==> config.mk <==
export PLATFORM = sky130hd
export DESIGN_NAME = audio_filter_seq_flat
export DESIGN_NICKNAME = d
export VERILOG_FILES = /design/src/rtl/audio_filter_seq_pkg.sv /design/src/rtl/audio_filter_seq_if.sv /design/src/rtl/audio_filter_seq_watchdog.sv /design/src/rtl/audio_filter_seq.sv /design/src/flat_wrapper.sv
export SDC_FILE = /design/constraint.sdc
export NUM_CORES = 1
export LEC_CHECK = 0
export BUFFER_PORTS_ARGS = -buffer_cell sky130_fd_sc_hd__buf_4
export CAP_MARGIN = 20
export CORE_ASPECT_RATIO = 0.75
export CORE_MARGIN = 3
export CORE_UTILIZATION = 30
export CTS_CLUSTER_SIZE = 40
export DETAILED_ROUTE_END_ITERATION = 12
export GPL_TIMING_DRIVEN = 0
export PLACE_DENSITY = 0.58
export SLEW_MARGIN = 10
export SYNTH_ARGS = -nofsm -noshare
export SYNTH_HDL_FRONTEND = slang
export SYNTH_SLANG_ARGS = --single-unit
==> constraint.sdc <==
create_clock -name clk -period 2.8 [get_ports clk]
set_input_delay 0.56 -clock clk [delete_from_list [all_inputs] [get_ports clk]]
set_output_delay 0.56 -clock clk [all_outputs]
set_load 0.05 [all_outputs]
==> src/rtl/audio_filter_seq_pkg.sv <==
// Shared types for the audio filter job sequencer: FSM states, the 3-bit job index and the stage limit.
package audio_pkg;

    localparam int MAX_STAGES = 4;

    typedef enum logic [1:0] {
        IDLE,
        ISSUE,
        WAIT,
        PUBLISH
    } seq_state_t;

    typedef logic [2:0] job_idx_t;

    // Job index layout is {stage, channel}, with the channel in the LSB (0 = left, 1 = right).
    function automatic job_idx_t make_job(input int unsigned stage, input logic ch);
        return {stage[1:0], ch};
    endfunction

endpackage

==> src/rtl/audio_filter_seq_if.sv <==
// Handshake bus between the sequencer (master) and the shared filter MAC engine (slave).
interface audio_filter_seq_if;
    import audio_pkg::*;

    logic               mac_start;
    job_idx_t           mac_job;
    logic signed [15:0] mac_x;
    logic               mac_ready;
    logic               mac_done;
    logic signed [15:0] mac_y;

    modport master (
        output mac_start,
        output mac_job,
        output mac_x,
        input  mac_ready,
        input  mac_done,
        input  mac_y
    );

    modport slave (
        input  mac_start,
        input  mac_job,
        input  mac_x,
        output mac_ready,
        output mac_done,
        output mac_y
    );

endinterface

==> src/rtl/audio_filter_seq_watchdog.sv <==
// WAIT-state watchdog: armed by a job start, disarmed by done, and expires after DONE_TIMEOUT silent cycles.
module audio_seq_watchdog #(
    parameter int DONE_TIMEOUT = 255
) (
    input  logic clk,
    input  logic reset,
    input  logic start,
    input  logic done,
    output logic expire
);

    logic [9:0] count;
    logic       armed;

    // The first cycle after start is wait cycle 1 (count 0), so expiry lands on the DONE_TIMEOUT-th cycle.
    assign expire = armed && !done && (count == 10'(DONE_TIMEOUT - 1));

    always_ff @(posedge clk) begin
        if (reset) begin
            armed <= 1'b0;
            count <= '0;
        end else if (start) begin
            armed <= 1'b1;
            count <= '0;
        end else if (armed) begin
            if (done || expire) begin
                armed <= 1'b0;
            end else begin
                count <= count + 10'd1;
            end
        end
    end

endmodule

==> src/rtl/audio_filter_seq.sv <==
// Sequences 2*NUM_STAGES cascaded filter jobs per stereo sample through one shared MAC engine.
// Optional watchdog on the engine handshake: define AUDIO_FILTER_SEQ_TIMEOUT_EN.
module audio_filter_seq
    import audio_pkg::*;
#(
    parameter int NUM_STAGES   = 2,
    parameter int DONE_TIMEOUT = 255
) (
    input  logic                      clk,
    input  logic                      reset,
    input  logic                      sample_ce,
    input  logic signed [15:0]        in_l,
    input  logic signed [15:0]        in_r,
    audio_filter_seq_if.master        mac,
    output logic signed [15:0]        out_l,
    output logic signed [15:0]        out_r,
    output logic                      out_valid,
    output logic                      overrun,
    output logic                      fault
);

    localparam job_idx_t LAST_JOB = make_job(NUM_STAGES - 1, 1'b1);

    seq_state_t         state;
    job_idx_t           job;
    job_idx_t           next_job;
    logic signed [15:0] x_reg;
    logic signed [15:0] next_x;
    logic signed [15:0] lat_l;
    logic signed [15:0] lat_r;
    logic signed [15:0] job_y;
    logic signed [15:0] results [2*MAX_STAGES];
    logic               expire;
    logic               job_end;

    // mac_start has to react to mac_ready in the same cycle, so it is the only output decoded from state.
    assign mac.mac_start = (state == ISSUE) && mac.mac_ready;
    assign mac.mac_job   = job;
    assign mac.mac_x     = x_reg;

    // A timed-out job keeps the result it produced for the previous sample.
    assign job_end = (state == WAIT) && (mac.mac_done || expire);
    assign job_y   = mac.mac_done ? mac.mac_y : results[job];

    always_comb begin
        next_job = job + 3'd1;
        if (next_job[2:1] == 2'd0) begin
            next_x = next_job[0] ? lat_r : lat_l;
        end else begin
            next_x = results[next_job - 3'd2];
        end
    end

`ifdef AUDIO_FILTER_SEQ_TIMEOUT_EN
    audio_seq_watchdog #(
        .DONE_TIMEOUT(DONE_TIMEOUT)
    ) u_watchdog (
        .clk   (clk),
        .reset (reset),
        .start (mac.mac_start),
        .done  (mac.mac_done),
        .expire(expire)
    );

    always_ff @(posedge clk) begin
        if (reset) begin
            fault <= 1'b0;
        end else if ((state == WAIT) && expire) begin
            fault <= 1'b1;
        end
    end
`else
    // The timeout parameter only matters when the watchdog is built in.
    logic unused_timeout;
    assign unused_timeout = (DONE_TIMEOUT != 0);
    assign expire         = 1'b0;
    assign fault          = 1'b0;
`endif

    always_ff @(posedge clk) begin
        if (reset) begin
            state     <= IDLE;
            job       <= '0;
            x_reg     <= '0;
            lat_l     <= '0;
            lat_r     <= '0;
            out_l     <= '0;
            out_r     <= '0;
            out_valid <= 1'b0;
            overrun   <= 1'b0;
            for (int i = 0; i < 2*MAX_STAGES; i++) begin
                results[i] <= '0;
            end
        end else begin
            out_valid <= 1'b0;
            if (sample_ce && (state != IDLE)) begin
                overrun <= 1'b1;
            end
            case (state)
                IDLE: begin
                    if (sample_ce) begin
                        lat_l <= in_l;
                        lat_r <= in_r;
                        job   <= '0;
                        x_reg <= in_l;
                        state <= ISSUE;
                    end
                end
                ISSUE: begin
                    if (mac.mac_ready) begin
                        state <= WAIT;
                    end
                end
                WAIT: begin
                    if (job_end) begin
                        results[job] <= job_y;
                        // Outputs are loaded on entry so they are already valid during the PUBLISH cycle.
                        if (job == LAST_JOB) begin
                            out_l     <= results[LAST_JOB - 3'd1];
                            out_r     <= job_y;
                            out_valid <= 1'b1;
                            state     <= PUBLISH;
                        end else begin
                            job   <= next_job;
                            x_reg <= next_x;
                            state <= ISSUE;
                        end
                    end
                end
                PUBLISH: begin
                    state <= IDLE;
                end
                default: begin
                    state <= IDLE;
                end
            endcase
        end
    end

endmodule
==> src/flat_wrapper.sv <==
// flat-port wrapper written by rule: the top's interface ports become plain ports
module audio_filter_seq_flat import audio_pkg::*;
#(
    parameter int NUM_STAGES   = 2,
    parameter int DONE_TIMEOUT = 255
)
  (clk, reset, sample_ce, in_l, in_r, out_l, out_r, out_valid, overrun, fault, mac_mac_start, mac_mac_job, mac_mac_x, mac_mac_ready, mac_mac_done, mac_mac_y);
  audio_filter_seq_if mac_i ();
  input  logic clk;
  input  logic reset;
  input  logic sample_ce;
  input  logic signed [15:0] in_l;
  input  logic signed [15:0] in_r;
  output logic signed [15:0] out_l;
  output logic signed [15:0] out_r;
  output logic out_valid;
  output logic overrun;
  output logic fault;
  output wire logic [$bits(mac_i.mac_start)-1:0] mac_mac_start;
  output wire logic [$bits(mac_i.mac_job)-1:0] mac_mac_job;
  output wire logic [$bits(mac_i.mac_x)-1:0] mac_mac_x;
  input wire logic [$bits(mac_i.mac_ready)-1:0] mac_mac_ready;
  input wire logic [$bits(mac_i.mac_done)-1:0] mac_mac_done;
  input wire logic [$bits(mac_i.mac_y)-1:0] mac_mac_y;
  assign mac_mac_start = mac_i.mac_start;
  assign mac_mac_job = mac_i.mac_job;
  assign mac_mac_x = mac_i.mac_x;
  assign mac_i.mac_ready = mac_mac_ready;
  assign mac_i.mac_done = mac_mac_done;
  assign mac_i.mac_y = mac_mac_y;
  audio_filter_seq #(.NUM_STAGES(NUM_STAGES), .DONE_TIMEOUT(DONE_TIMEOUT)) u_core (.clk(clk), .reset(reset), .sample_ce(sample_ce), .in_l(in_l), .in_r(in_r), .mac(mac_i), .out_l(out_l), .out_r(out_r), .out_valid(out_valid), .overrun(overrun), .fault(fault));
endmodule
==> impl_summary.txt, run 1 <==
----------------------------------------------------
[Critical path]
  Start point of the critical path ... u_core.mac.mac_job[0]
  Depth of the most critical reg-to-reg path ... 11
  Startpoint of the worst-slack reg-to-reg timing path ... u_core.mac.mac_job[0]
  Nature of the critical path startpoint ... flop
  Maximum fanout along the worst path ... 10
  CP arrival ... 3.10 ns
  Critical path endpoint ... u_core.mac.mac_x[11]
  Crit Path Class ... reg2reg
  Kind of end point of the critical path ... flop
  Capturing point of the worst reg2reg path ... u_core.mac.mac_x[11]
  Worst reg-to-reg setup slack ... 0.1 ns
  CP required ... 3.20 ns

[Clock tree]
  H-tree levels ... 1
  Number of buffers created by CTS ... 22
  Clock tree root driver cell ... sky130_fd_sc_hd__clkbuf_16
  Clock latency reported for the late side of the worst-skew pair ... 0.51 ns
  Total clock sinks ... 215
  CTS tree ... done
  Maximum clock insertion buffer count ... 3
  Clock-pin slew on the worst setup and hold paths ... 0.06 ns

[Finish]
  Layout net count ... 1,012
  Fraction of layout instances using a drive strength above 1 ... 22.8%
  Filler Cells Inserted ... 2,867
  Combined area of the multi-input logic cells ... 3320 um^2
  Antenna diodes ... 0
  Area growth from synthesis to layout ... 26.1%
  Sequential Area ... 5590 um^2

[GRT]
  Initial antenna violation count ... 0
  Total GRT Usage ... 16.1%
  Global route total overflow ... 0
  Maximum number of pins on one net before global-route repair ... 17
  Global-route wire length before repair ... 39.7 mm
  Vias in the first global route ... 6,612

[Logic synthesis]
  Synth Area per Inst ... 11.1 um^2
  Most area-consuming cells after synthesis ... sky130_fd_sc_hd__edfxtp_1, sky130_fd_sc_hd__dfxtp_1, sky130_fd_sc_hd__nand2_1
  Share of the synthesized area in the top cell type ... 42.5%
  Distinct cell type count after synthesis ... 36
  Synth area leader ... sky130_fd_sc_hd__edfxtp_1
  Area of the mapped netlist ... 9050 um^2
  Flip-flop and latch count after synthesis ... 215
  Mapped Nets ... 874
  Yosys warns ... 0
  Instance count of the mapped netlist ... 818
  Sequential-to-total area share from yosys stat ... 61.7%

[Power and ir drop]
  VDD IR max ... 368 uV
  Power density of the placed cells ... 630 nW/um^2
  Leakage ... 4.04 nW
  Power after layout ... 0.00718 W

[STA]
  Worst slew margin relative to its limit ... 39.0%
  Maximum frequency from static timing analysis ... 370 MHz
  Final period util ... 96.6%
  Fin. Hold Viols ... 0
  Hold Worst Slack ... 0.308 ns
  Number of pins with negative max-slew slack in the final report ... 0
  Final setup vio count ... 0
  Final worst setup slack ... 0.0965 ns
  Slew at the pin closest to its max-slew limit ... 0.915 ns
  Setup total negative slack ... 0 ns
  Clock Skew ... 0.0119 ns
  Crit path time final ... 2.70 ns

[Drt]
  Via total after detailed routing ... 6,780
  Routed WL per cell ... 19.6 um
  Top layer reached by signal wires ... met4
  WL final ... 26.8 mm
  Initial DRC count ... 587
  Sum of met3 wire segment lengths after detailed routing ... 2.53 mm
  Number of routed nets with antenna violations ... 0
  M1 wire length ... 12.5 mm
  Detailed-router iteration count before antenna repair ... 5
  Number of remaining DRC errors ... 0
  Detail Route met2 WL ... 11.4 mm
  Via density ... 4.97

[Place]
  Final HPWL from detailed placement ... 19.7 mm
  Routability cong. ... 0.813
  Worst slack at placement ... -0.540 ns
  Count of input and output buffers ... 105

[Floorplan]
  Count of pins on the block boundary ... 108
  DIE HEIGHT ... 156 um
  Initial core utilization ... 30.8%
  Die X ... 207 um
  Overall die area ... 32,300 um^2
  Count of standard-cell rows ... 54
  Placeable Area ... 29,400 um^2

[Hold path]
  Number of cells on the worst hold path ... 3
  Worst min-delay path category ... in2reg

[Flow run]
  Max cap viols ... 0

[Status]
  Status ... complete, no violations

----------------------------------------------------
==> critical path, stage by stage, from the launching register on <==
cell and delay [ns]:
sky130_fd_sc_hd__dfxtp_4 0.37, sky130_fd_sc_hd__ha_4 0.28, sky130_fd_sc_hd__buf_8 0.13, sky130_fd_sc_hd__buf_8 0.11, sky130_fd_sc_hd__inv_1 0.04, sky130_fd_sc_hd__ha_1 0.28, sky130_fd_sc_hd__buf_6 0.15, sky130_fd_sc_hd__clkbuf_16 0.16
sky130_fd_sc_hd__mux4_2 0.37, sky130_fd_sc_hd__nand2b_1 0.18, sky130_fd_sc_hd__a221o_1 0.32, sky130_fd_sc_hd__a22o_1 0.19
==> cells in the final DEF, fill, tap and decap left out, types with 20 or more instances in the layout <==
cell,instances
sky130_fd_sc_hd__edfxtp_1,128
sky130_fd_sc_hd__a21oi_1,85
sky130_fd_sc_hd__nand2b_1,20
sky130_fd_sc_hd__clkbuf_1,39
sky130_fd_sc_hd__buf_4,115
sky130_fd_sc_hd__mux2i_1,32
sky130_fd_sc_hd__clkbuf_16,24
sky130_fd_sc_hd__nand2_1,152
sky130_fd_sc_hd__nor2_1,135
sky130_fd_sc_hd__dfxtp_1,84
==> power breakdown <==
part           total (W)  switching (W)  leakage [nW]  internal, W
combinational   0.000531       0.000350          1.66     0.000180
clock            0.00313        0.00126         0.365      0.00187
sequential       0.00352      0.0000583          2.02      0.00346
==> logic make-up after synthesis <==
kind of cell    count (synthesis)  synth area share [%]
compound gates                136                  9.78
mux                            64                  9.51
buf+inv                        66                  3.35
flops                         215                  61.7
other cells                     1                0.0414
simple gates                  333                  15.2
fa+ha+maj                       3                 0.415
==> area by class of cell <==
cell class | count | area share [%]
multi-input cells | 537 | 29.1
flip-flops and latches | 215 | 49.0
inverters | 4 | 0.132
clock inverters | 13 | 1.48
repair buffers | 114 | 7.54
well taps | 392 | 4.30
clock buffers | 27 | 5.18
plain buffers | 62 | 3.20
==> how the worst min path moves through the flow <==
| stage | startpoint | endpoint |
|---|---|---|
| after floorplan | u_core.lat_r[0] | u_core.lat_r[0] |
| after global placement | u_core.lat_l[10] | u_core.lat_l[10] |
| after detailed placement | u_core.overrun | u_core.overrun |
| after CTS | in_r[2] | u_core.lat_r[2] |
| after global routing | in_r[3] | u_core.lat_r[3] |
| final | in_r[12] | u_core.lat_r[12] |
==> Yosys cell counts <==
cell                        count
sky130_fd_sc_hd__nand2_1      152
sky130_fd_sc_hd__nor2_1       135
sky130_fd_sc_hd__edfxtp_1     128
sky130_fd_sc_hd__dfxtp_1       87
sky130_fd_sc_hd__a21oi_1       85
sky130_fd_sc_hd__clkbuf_1      39
sky130_fd_sc_hd__mux2i_1       32
sky130_fd_sc_hd__nand2b_1      26
sky130_fd_sc_hd__a221o_1       16
sky130_fd_sc_hd__a221oi_1      16
sky130_fd_sc_hd__a22o_1        16
sky130_fd_sc_hd__buf_2         16
sky130_fd_sc_hd__mux4_2        16
sky130_fd_sc_hd__mux2_2        13
sky130_fd_sc_hd__nand3_1        6
sky130_fd_sc_hd__inv_1          4
sky130_fd_sc_hd__buf_1          3
sky130_fd_sc_hd__ha_1           3
sky130_fd_sc_hd__mux2_1         3
sky130_fd_sc_hd__nor2b_1        3
sky130_fd_sc_hd__and3_1         2
sky130_fd_sc_hd__buf_6          2
sky130_fd_sc_hd__nor3b_1        2
sky130_fd_sc_hd__a31oi_1        1
sky130_fd_sc_hd__buf_12         1
sky130_fd_sc_hd__buf_4          1
sky130_fd_sc_hd__conb_1         1
sky130_fd_sc_hd__nand3b_1       1
sky130_fd_sc_hd__nand4bb_1      1
sky130_fd_sc_hd__nor2_2         1
sky130_fd_sc_hd__nor3_1         1
sky130_fd_sc_hd__nor3b_2        1
sky130_fd_sc_hd__o211ai_1       1
sky130_fd_sc_hd__o21ai_0        1
sky130_fd_sc_hd__or3_1          1
sky130_fd_sc_hd__or3b_1         1
==> registers in the layout, indices dropped and copies added, names as in the netlist <==
register and flops:
u_core.state 2, u_core.out_l 16, u_core.out_valid 1, u_core.lat_r 16
u_core.results 128, u_core.overrun 1, u_core.mac.mac_job 3, u_core.lat_l 16
u_core.out_r 16, u_core.mac.mac_x 16
==> per-stage QoR <==
step | cells | utilization (%) | area (um^2)
floorplan | 818 | - | 9070
finish | 1364 | 38.8 | 11400
CTS | 1355 | 38.3 | 11300
global placement | 1315 | 35.2 | 10300
global route | 1364 | 38.8 | 11400
detailed placement | 1315 | 35.2 | 10300
==> per-layer routing <==
metal  vias to the layer above  GRT usage [%]
li1                       3172              -
met1                      3313           24.9
met2                       268           23.1
met3                        27           3.64
met4                         0           2.78
met5                         -              0
==> timing repair <==
| action | 4_1_cts | 5_1_grt |
|---|---|---|
| gates cloned | 0 | 1 |
| buffers inserted | 0 | 8 |
| setup endpoints to repair | 16 | 69 |
| hold buffers | 0 | 0 |
| resized for setup | 29 | 16 |
(Power assumes the default switching activity.)
==> inputs of run 2 (changes only) <==
--- a/config.mk
+++ b/config.mk
@@ -10,10 +10,11 @@
 export CORE_ASPECT_RATIO = 0.75
 export CORE_MARGIN = 3
 export CORE_UTILIZATION = 30
+export CTS_CLUSTER_DIAMETER = 200
 export CTS_CLUSTER_SIZE = 40
 export DETAILED_ROUTE_END_ITERATION = 12
 export GPL_TIMING_DRIVEN = 0
-export PLACE_DENSITY = 0.58
+export HOLD_SLACK_MARGIN = 0.15
 export SLEW_MARGIN = 10
 export SYNTH_ARGS = -nofsm -noshare
 export SYNTH_HDL_FRONTEND = slang
==> impl_summary.txt, run 2 (same netlist as run 1, synthesis figures left out) <==
----------------------------------------------------
[Finish]
  Flip-flop count of the largest register after layout ... 128 (unchanged)
  Layout net count ... 995 (was 1,012)
  Fraction of layout instances using a drive strength above 1 ... 20.8% (was 22.8%)
  Combined area of the multi-input logic cells ... 3330 um^2 (was 3320 um^2)
  Most used cells in the layout excluding fill and tap cells ... sky130_fd_sc_hd__nand2_1, sky130_fd_sc_hd__nor2_1, sky130_fd_sc_hd__edfxtp_1 (unchanged)
  Area growth from synthesis to layout ... 20.3% (was 26.1%)
  Sequential Area ... 5590 um^2 (unchanged)
  Final core utilization ... 37.0% (was 38.8%)
  Register containing the most flip-flops in the final layout ... u_core.results (unchanged)
  Filler Cells Inserted ... 2,904 (was 2,867)
  Cell area after layout ... 10,900 um^2 (was 11,400 um^2)
  Antenna diodes ... 0 (unchanged)
  Commonest non-fill, non-tap cell in the layout ... sky130_fd_sc_hd__nand2_1 (unchanged)

[Critical path]
  Capturing point of the worst reg2reg path ... u_core.mac.mac_x[10] (was u_core.mac.mac_x[11])
  Most prevalent standard cell on the critical path ... sky130_fd_sc_hd__buf_6 (was sky130_fd_sc_hd__buf_8)
  Number of logic stages on the critical path including buffering ... 11 (unchanged)
  Maximum fanout along the worst path ... 10 (unchanged)
  Delay-heaviest family, CP ... buffers and inverters (unchanged)
  Worst path buffer plus inverter count ... 5 (unchanged)
  Critical path endpoint ... u_core.mac.mac_x[10] (was u_core.mac.mac_x[11])
  Largest stage delay on the critical path ... 0.40 ns (was 0.37 ns)
  Worst-path cell with the longest stage delay ... sky130_fd_sc_hd__dfxtp_4 (unchanged)
  Critical-path cell list ... ha_4 > buf_6 > buf_8 > inv_1 > ha_1 > buf_6 > clkbuf_16 > mux4_2 > nand2b_1 > a221o_1 > a22o_1 (was ha_4 > buf_8 > buf_8 > inv_1 > ha_1 > buf_6 > clkbuf_16 > mux4_2 > nand2b_1 > a221o_1 > a22o_1)
  Kind of end point of the critical path ... flop (unchanged)
  CP required ... 3.19 ns (was 3.20 ns)
  Depth of the most critical reg-to-reg path ... 11 (unchanged)
  Crit Path Class ... reg2reg (unchanged)
  CP arrival ... 3.14 ns (was 3.10 ns)
  Start point of the critical path ... u_core.mac.mac_job[0] (unchanged)
  Startpoint of the worst-slack reg-to-reg timing path ... u_core.mac.mac_job[0] (unchanged)
  Worst reg-to-reg setup slack ... 0.06 ns (was 0.1 ns)
  Nature of the critical path startpoint ... flop (unchanged)

[STA]
  Hold Worst Slack ... 0.299 ns (was 0.308 ns)
  Fin. Hold Viols ... 0 (unchanged)
  Slew at the pin closest to its max-slew limit ... 0.925 ns (was 0.915 ns)
  Final setup vio count ... 0 (unchanged)
  Worst slew margin relative to its limit ... 38.3% (was 39.0%)
  Final period util ... 98.0% (was 96.6%)
  Number of pins with negative max-slew slack in the final report ... 0 (unchanged)
  Maximum frequency from static timing analysis ... 364 MHz (was 370 MHz)
  Crit path time final ... 2.74 ns (was 2.70 ns)
  Setup repair after global routing missed its margin ... false
  Clock Skew ... 0.0459 ns (was 0.0119 ns)

[Drt]
  Via density ... 4.99 (was 4.97)
  Number of remaining DRC errors ... 0 (unchanged)
  Sum of met3 wire segment lengths after detailed routing ... 1.90 mm (was 2.53 mm)
  Number of routed nets with antenna violations ... 0 (unchanged)
  Detail Route met2 WL ... 10.7 mm (was 11.4 mm)
  M1 wire length ... 12.7 mm (was 12.5 mm)
  WL final ... 25.7 mm (was 26.8 mm)
  Initial DRC count ... 653 (was 587)
  Via total after detailed routing ... 6,652 (was 6,780)
  Top layer reached by signal wires ... met4 (unchanged)
  Routed WL per cell ... 19.3 um (was 19.6 um)
  Detailed-router iteration count before antenna repair ... 5 (unchanged)

[Floorplan]
  Count of standard-cell rows ... 54 (unchanged)
  Die X ... 207 um (unchanged)
  Placeable Area ... 29,400 um^2 (unchanged)
  Initial core utilization ... 30.8% (unchanged)
  Count of pins on the block boundary ... 108 (unchanged)
  DIE HEIGHT ... 156 um (unchanged)
  Overall die area ... 32,300 um^2 (unchanged)

[Status]
  Status ... complete, no violations (unchanged)

[GRT]
  Initial antenna violation count ... 0 (unchanged)
  Global route total overflow ... 0 (unchanged)
  Total GRT Usage ... 15.6% (was 16.1%)
  Vias in the first global route ... 6,329 (was 6,612)
  Maximum number of pins on one net before global-route repair ... 42 (was 17)
  Global-route wire length before repair ... 38.5 mm (was 39.7 mm)

[Clock tree]
  Total clock sinks ... 215 (unchanged)
  H-tree levels ... 1 (unchanged)
  Number of buffers created by CTS ... 9 (was 22)
  Clock latency reported for the late side of the worst-skew pair ... 0.49 ns (was 0.51 ns)
  Clock tree root driver cell ... sky130_fd_sc_hd__clkbuf_16 (unchanged)
  Clock-pin slew on the worst setup and hold paths ... 0.15 ns (was 0.06 ns)
  CTS tree ... done (unchanged)
  Maximum clock insertion buffer count ... 3 (unchanged)

[Place]
  Count of input and output buffers ... 105 (unchanged)
  Instance area after placement ... 10,300 um^2 (unchanged)
  Final HPWL from detailed placement ... 19.3 mm (was 19.7 mm)
  Routability cong. ... 0.811 (was 0.813)

[Hold path]
  Worst min-delay path category ... in2reg (unchanged)

[Power and ir drop]
  Power density of the placed cells ... 519 nW/um^2 (was 630 nW/um^2)
  VDD IR max ... 359 uV (was 368 uV)
  Leakage ... 3.78 nW (was 4.04 nW)

[Flow run]
  Max cap viols ... 0 (unchanged)

----------------------------------------------------
run 2: cell types whose count changed in the layout (fill, tap and decap cells not counted), sizes merged:
cell / previous run / this run
clkinv: 6 / 1
clkbuf: 65 / 50
clkinvlp: 2 / 0
bufinv: 4 / 0
inv: 5 / 4
buf: 138 / 134
run 2: worst register-to-register path, stage by stage (launching register included):
cell and delay (ns):
sky130_fd_sc_hd__dfxtp_4 0.40, sky130_fd_sc_hd__ha_4 0.27, sky130_fd_sc_hd__buf_6 0.12, sky130_fd_sc_hd__buf_8 0.14, sky130_fd_sc_hd__inv_1 0.05, sky130_fd_sc_hd__ha_1 0.29
sky130_fd_sc_hd__buf_6 0.14, sky130_fd_sc_hd__clkbuf_16 0.17, sky130_fd_sc_hd__mux4_2 0.36, sky130_fd_sc_hd__nand2b_1 0.18, sky130_fd_sc_hd__a221o_1 0.34, sky130_fd_sc_hd__a22o_1 0.20
run 2: layer usage:
metal | track usage (%) | vias to the layer above
met2 | 22.0 | 217
met4 | 2.55 | 0
met5 | 0 | -
met1 | 25.3 | 3292
li1 | - | 3120
met3 | 2.47 | 23
run 2: stage by stage:
stage          cells  setup slack [ns]  total power (W)  TNS [ns]
6_report        1333            0.0561          0.00565         0
2_1_floorplan    818            0.0229          0.00388         0
5_1_grt         1333           0.00359          0.00585         0
4_1_cts         1330          -0.00742          0.00568  -0.00894
3_5_place_dp    1315            -0.530          0.00411    -10.27
3_3_place_gp    1315            -0.517          0.00410    -10.30
run 2: worst min-delay path by stage:
stage	startpoint	to	slack (ns)	depth (start not counted)
2_1_floorplan	u_core.lat_r[0]	u_core.lat_r[0]	0.43	2
3_3_place_gp	u_core.lat_l[8]	u_core.lat_l[8]	0.44	2
3_5_place_dp	u_core.lat_l[7]	u_core.lat_l[7]	0.45	2
4_1_cts	mac_mac_y[4]	u_core.out_r[4]	0.30	3
5_1_grt	mac_mac_y[4]	u_core.out_r[4]	0.29	3
6_report	mac_mac_y[4]	u_core.out_r[4]	0.30	3
run 2: where the power goes:
| part | switching [W] | leakage (nW) | total (W) | internal [W] |
|---|---|---|---|---|
| clock network | 0.000983 | 0.126 | 0.00161 | 0.000625 |
| registers | 0.0000562 | 2.02 | 0.00352 | 0.00346 |
| logic | 0.000349 | 1.63 | 0.000529 | 0.000180 |
run 2: repair_timing:
item | 4_1_cts | 5_1_grt
endpoints found under the setup margin | 16 | 65
hold buffers | 0 | 0
setup buffers | 2 | 3
gates resized for setup | 29 | 16
pin swaps | 0 | 1
gates cloned | 0 | 0
run 2: final cells by class:
class	instances	area share (%)
multi-input combinational	537	30.6
inverter	4	0.138
clock buffer	12	2.17
timing repair buffer	110	7.58
clock inverter	1	0.276
sequential	215	51.4
tap	392	4.50
buffer	62	3.32
==> inputs of run 3 (changes only) <==
--- a/config.mk
+++ b/config.mk
@@ -9,7 +9,7 @@
 export CAP_MARGIN = 20
 export CORE_ASPECT_RATIO = 0.75
 export CORE_MARGIN = 3
-export CORE_UTILIZATION = 30
+export CORE_UTILIZATION = 40
 export CTS_CLUSTER_DIAMETER = 200
 export CTS_CLUSTER_SIZE = 40
 export DETAILED_ROUTE_END_ITERATION = 12
==> impl_summary.txt, run 3 (same netlist as run 1, synthesis figures left out) <==
----------------------------------------------------
[Status]
  Status ... complete, no violations (unchanged)

[Clock tree]
  H-tree levels ... 1 (unchanged)
  Number of buffers created by CTS ... 9 (unchanged)
  Clock-pin slew on the worst setup and hold paths ... 0.15 ns (about the same)
  Total clock sinks ... 215 (unchanged)
  Clock latency reported for the late side of the worst-skew pair ... 0.49 ns (about the same)
  Maximum clock insertion buffer count ... 3 (unchanged)
  Hold-fix buffer count after cts ... 0 (unchanged)
  CTS tree ... done (unchanged)
  Clock tree root driver cell ... sky130_fd_sc_hd__clkbuf_16 (unchanged)

[Drt]
  Via density ... 5.35 (was 4.99)
  Initial DRC count ... 561 (was 653)
  Number of remaining DRC errors ... 0 (unchanged)
  WL final ... 25.1 mm (was 25.7 mm)
  Number of routed nets with antenna violations ... 0 (unchanged)
  Routed WL per cell ... 20.5 um (was 19.3 um)
  Detailed-router iteration count before antenna repair ... 5 (unchanged)
  Via total after detailed routing ... 6,564 (was 6,652)

[Power and ir drop]
  Power density of the placed cells ... 531 nW/um^2 (was 519 nW/um^2)
  VDD IR max ... 371 uV (was 359 uV)
  Leakage ... 3.76 nW (was 3.78 nW)

[Place]
  Routability cong. ... 0.874 (was 0.811)
  Count of input and output buffers ... 105 (unchanged)
  Worst slack at placement ... -0.502 ns (was -0.530 ns)
  Placed Cells ... 1,211 (was 1,315)
  Final HPWL from detailed placement ... 18.7 mm (was 19.3 mm)

[Critical path]
  Startpoint of the worst-slack reg-to-reg timing path ... u_core.mac.mac_job[0] (unchanged)
  Kind of end point of the critical path ... flop (unchanged)
  Maximum fanout along the worst path ... 10 (unchanged)
  Nature of the critical path startpoint ... flop (unchanged)
  Worst reg-to-reg setup slack ... 0.11 ns (was 0.06 ns)
  CP required ... 3.25 ns (was 3.19 ns)
  Critical-path cell list ... ha_4 > ha_1 > ha_1 > buf_6 > nor2b_1 > clkbuf_4 > buf_8 > a221oi_1 > a221o_1 > a22o_1 (was ha_4 > buf_6 > buf_8 > inv_1 > ha_1 > buf_6 > clkbuf_16 > mux4_2 > nand2b_1 > a221o_1 > a22o_1)
  Worst-path cell with the longest stage delay ... sky130_fd_sc_hd__a221oi_1 (was sky130_fd_sc_hd__dfxtp_4)
  Delay-heaviest family, CP ... compound AO/OA/AOI/OAI gates (was buffers and inverters)
  Depth of the most critical reg-to-reg path ... 10 (was 11)
  CP arrival ... 3.15 ns (was 3.14 ns)
  Most prevalent standard cell on the critical path ... sky130_fd_sc_hd__ha_1 (was sky130_fd_sc_hd__buf_6)
  Worst path buffer plus inverter count ... 3 (was 5)
  Largest stage delay on the critical path ... 0.47 ns (was 0.40 ns)
  Capturing point of the worst reg2reg path ... u_core.mac.mac_x[5] (was u_core.mac.mac_x[10])
  Crit Path Class ... reg2reg (unchanged)

[STA]
  Clock Skew ... 0.0403 ns (was 0.0459 ns)
  Slew at the pin closest to its max-slew limit ... 0.966 ns (was 0.925 ns)
  Setup repair after global routing missed its margin ... false (unchanged)
  Final worst setup slack ... 0.106 ns (was 0.0561 ns)
  Fin. Hold Viols ... 0 (unchanged)
  Number of pins with negative max-slew slack in the final report ... 0 (unchanged)
  Final period util ... 96.2% (was 98.0%)
  Maximum frequency from static timing analysis ... 371 MHz (was 364 MHz)
  Worst slew margin relative to its limit ... 35.5% (was 38.3%)
  Final setup vio count ... 0 (unchanged)
  Crit path time final ... 2.69 ns (was 2.74 ns)
  Setup total negative slack ... 0 ns (unchanged)

[Finish]
  Layout net count ... 992 (was 995)
  Antenna diodes ... 0 (unchanged)
  Most used cells in the layout excluding fill and tap cells ... sky130_fd_sc_hd__nand2_1, sky130_fd_sc_hd__nor2_1, sky130_fd_sc_hd__edfxtp_1 (unchanged)
  Flip-flop count of the largest register after layout ... 128 (unchanged)
  Commonest non-fill, non-tap cell in the layout ... sky130_fd_sc_hd__nand2_1 (unchanged)
  Fraction of layout instances using a drive strength above 1 ... 20.4% (was 20.8%)
  Final core utilization ... 49.1% (was 37.0%)
  Area growth from synthesis to layout ... 17.8% (was 20.3%)
  Cell Count, Final, Fillers Out ... 1,226 (was 1,333)
  Register containing the most flip-flops in the final layout ... u_core.results (unchanged)

[Floorplan]
  Count of standard-cell rows ... 46 (was 54)
  DIE HEIGHT ... 136 um (was 156 um)
  Initial core utilization ... 41.7% (was 30.8%)
  Count of pins on the block boundary ... 108 (unchanged)
  Overall die area ... 24,500 um^2 (was 32,300 um^2)
  Placeable Area ... 21,700 um^2 (was 29,400 um^2)
  Die X ... 180 um (was 207 um)

[Hold path]
  Worst min-delay path category ... in2reg (unchanged)
  Hold-critical path endpoint ... u_core.lat_r[11] (was u_core.out_r[4])
  Origin of the worst min-delay path ... in_r[11] (was mac_mac_y[4])
  Number of cells on the worst hold path ... 3 (unchanged)

[GRT]
  Vias in the first global route ... 6,349 (was 6,329)
  Global-route wire length before repair ... 37.9 mm (was 38.5 mm)
  Initial antenna violation count ... 1 (was 0)
  Maximum number of pins on one net before global-route repair ... 42 (unchanged)
  Total GRT Usage ... 20.0% (was 15.6%)
  Global route total overflow ... 0 (unchanged)

[Flow run]
  Max cap viols ... 0 (unchanged)

----------------------------------------------------
run 3: cell types whose count changed in the layout (fill, tap and decap cells not counted), sizes merged:
| cell | previous run | this run |
|---|---|---|
| buf | 134 | 130 |
| clkbuf | 50 | 51 |
run 3: worst max-delay path by stage:
stage                                      end  slack [ns]  cells past startpoint                  start
final                      u_core.mac.mac_x[5]        0.11                     10  u_core.mac.mac_job[0]
after global routing       u_core.mac.mac_x[7]        0.05                     10  u_core.mac.mac_job[0]
after CTS                 u_core.results[0][7]        0.01                      6  u_core.mac.mac_job[0]
after detailed placement  u_core.mac.mac_x[12]       -0.50                     11  u_core.mac.mac_job[1]
after global placement    u_core.mac.mac_x[12]       -0.44                     11  u_core.mac.mac_job[1]
after floorplan           u_core.mac.mac_x[10]        0.02                     11  u_core.mac.mac_job[1]
run 3: worst min-delay path: cells and delay by family:
kind | cells | cell delay, ns
AOI/OAI and AO/OA | 1 | 0.05
buffers and inverters | 1 | 0.11
and+or+nand+nor | 1 | 0.04
run 3: metrics by stage:
step	total power [W]	hold slack, ns	instance area, um^2
5_1_grt	0.00584	0.289	10700
4_1_cts	0.00568	0.297	10600
3_5_place_dp	0.00411	0.446	10200
6_report	0.00565	0.296	10700
2_1_floorplan	0.00388	0.432	9070
3_3_place_gp	0.00410	0.438	10200
run 3: where the power goes:
part	switching (W)	internal, W
clock network	0.000991	0.000625
registers	0.0000563	0.00346
logic	0.000343	0.000180
run 3: metal layers:
metal  wire [um]  vias to the layer above  track usage, %
li1            -                     3107               -
met1       11600                     3162            29.8
met2       10900                      263            30.5
met3        2120                       30            4.44
met4         425                        2            3.26
met5          13                        -               0
run 3: what timing repair did:
item,4_1_cts,5_1_grt
resized for setup,26,10
setup buffers,3,0
pin swaps,0,1
hold endpoints to repair,0,0
setup endpoints to repair,37,26
run 3: area by class of cell:
cell class | instances | area, um^2
buffer | 61 | 340
clock buffer | 12 | 236
clock inverter | 1 | 30.0
fill | 2025 | 11000
inverter | 4 | 15.0
multi-input combinational | 537 | 3270
sequential | 215 | 5600
tap | 288 | 360
timing repair buffer | 108 | 811
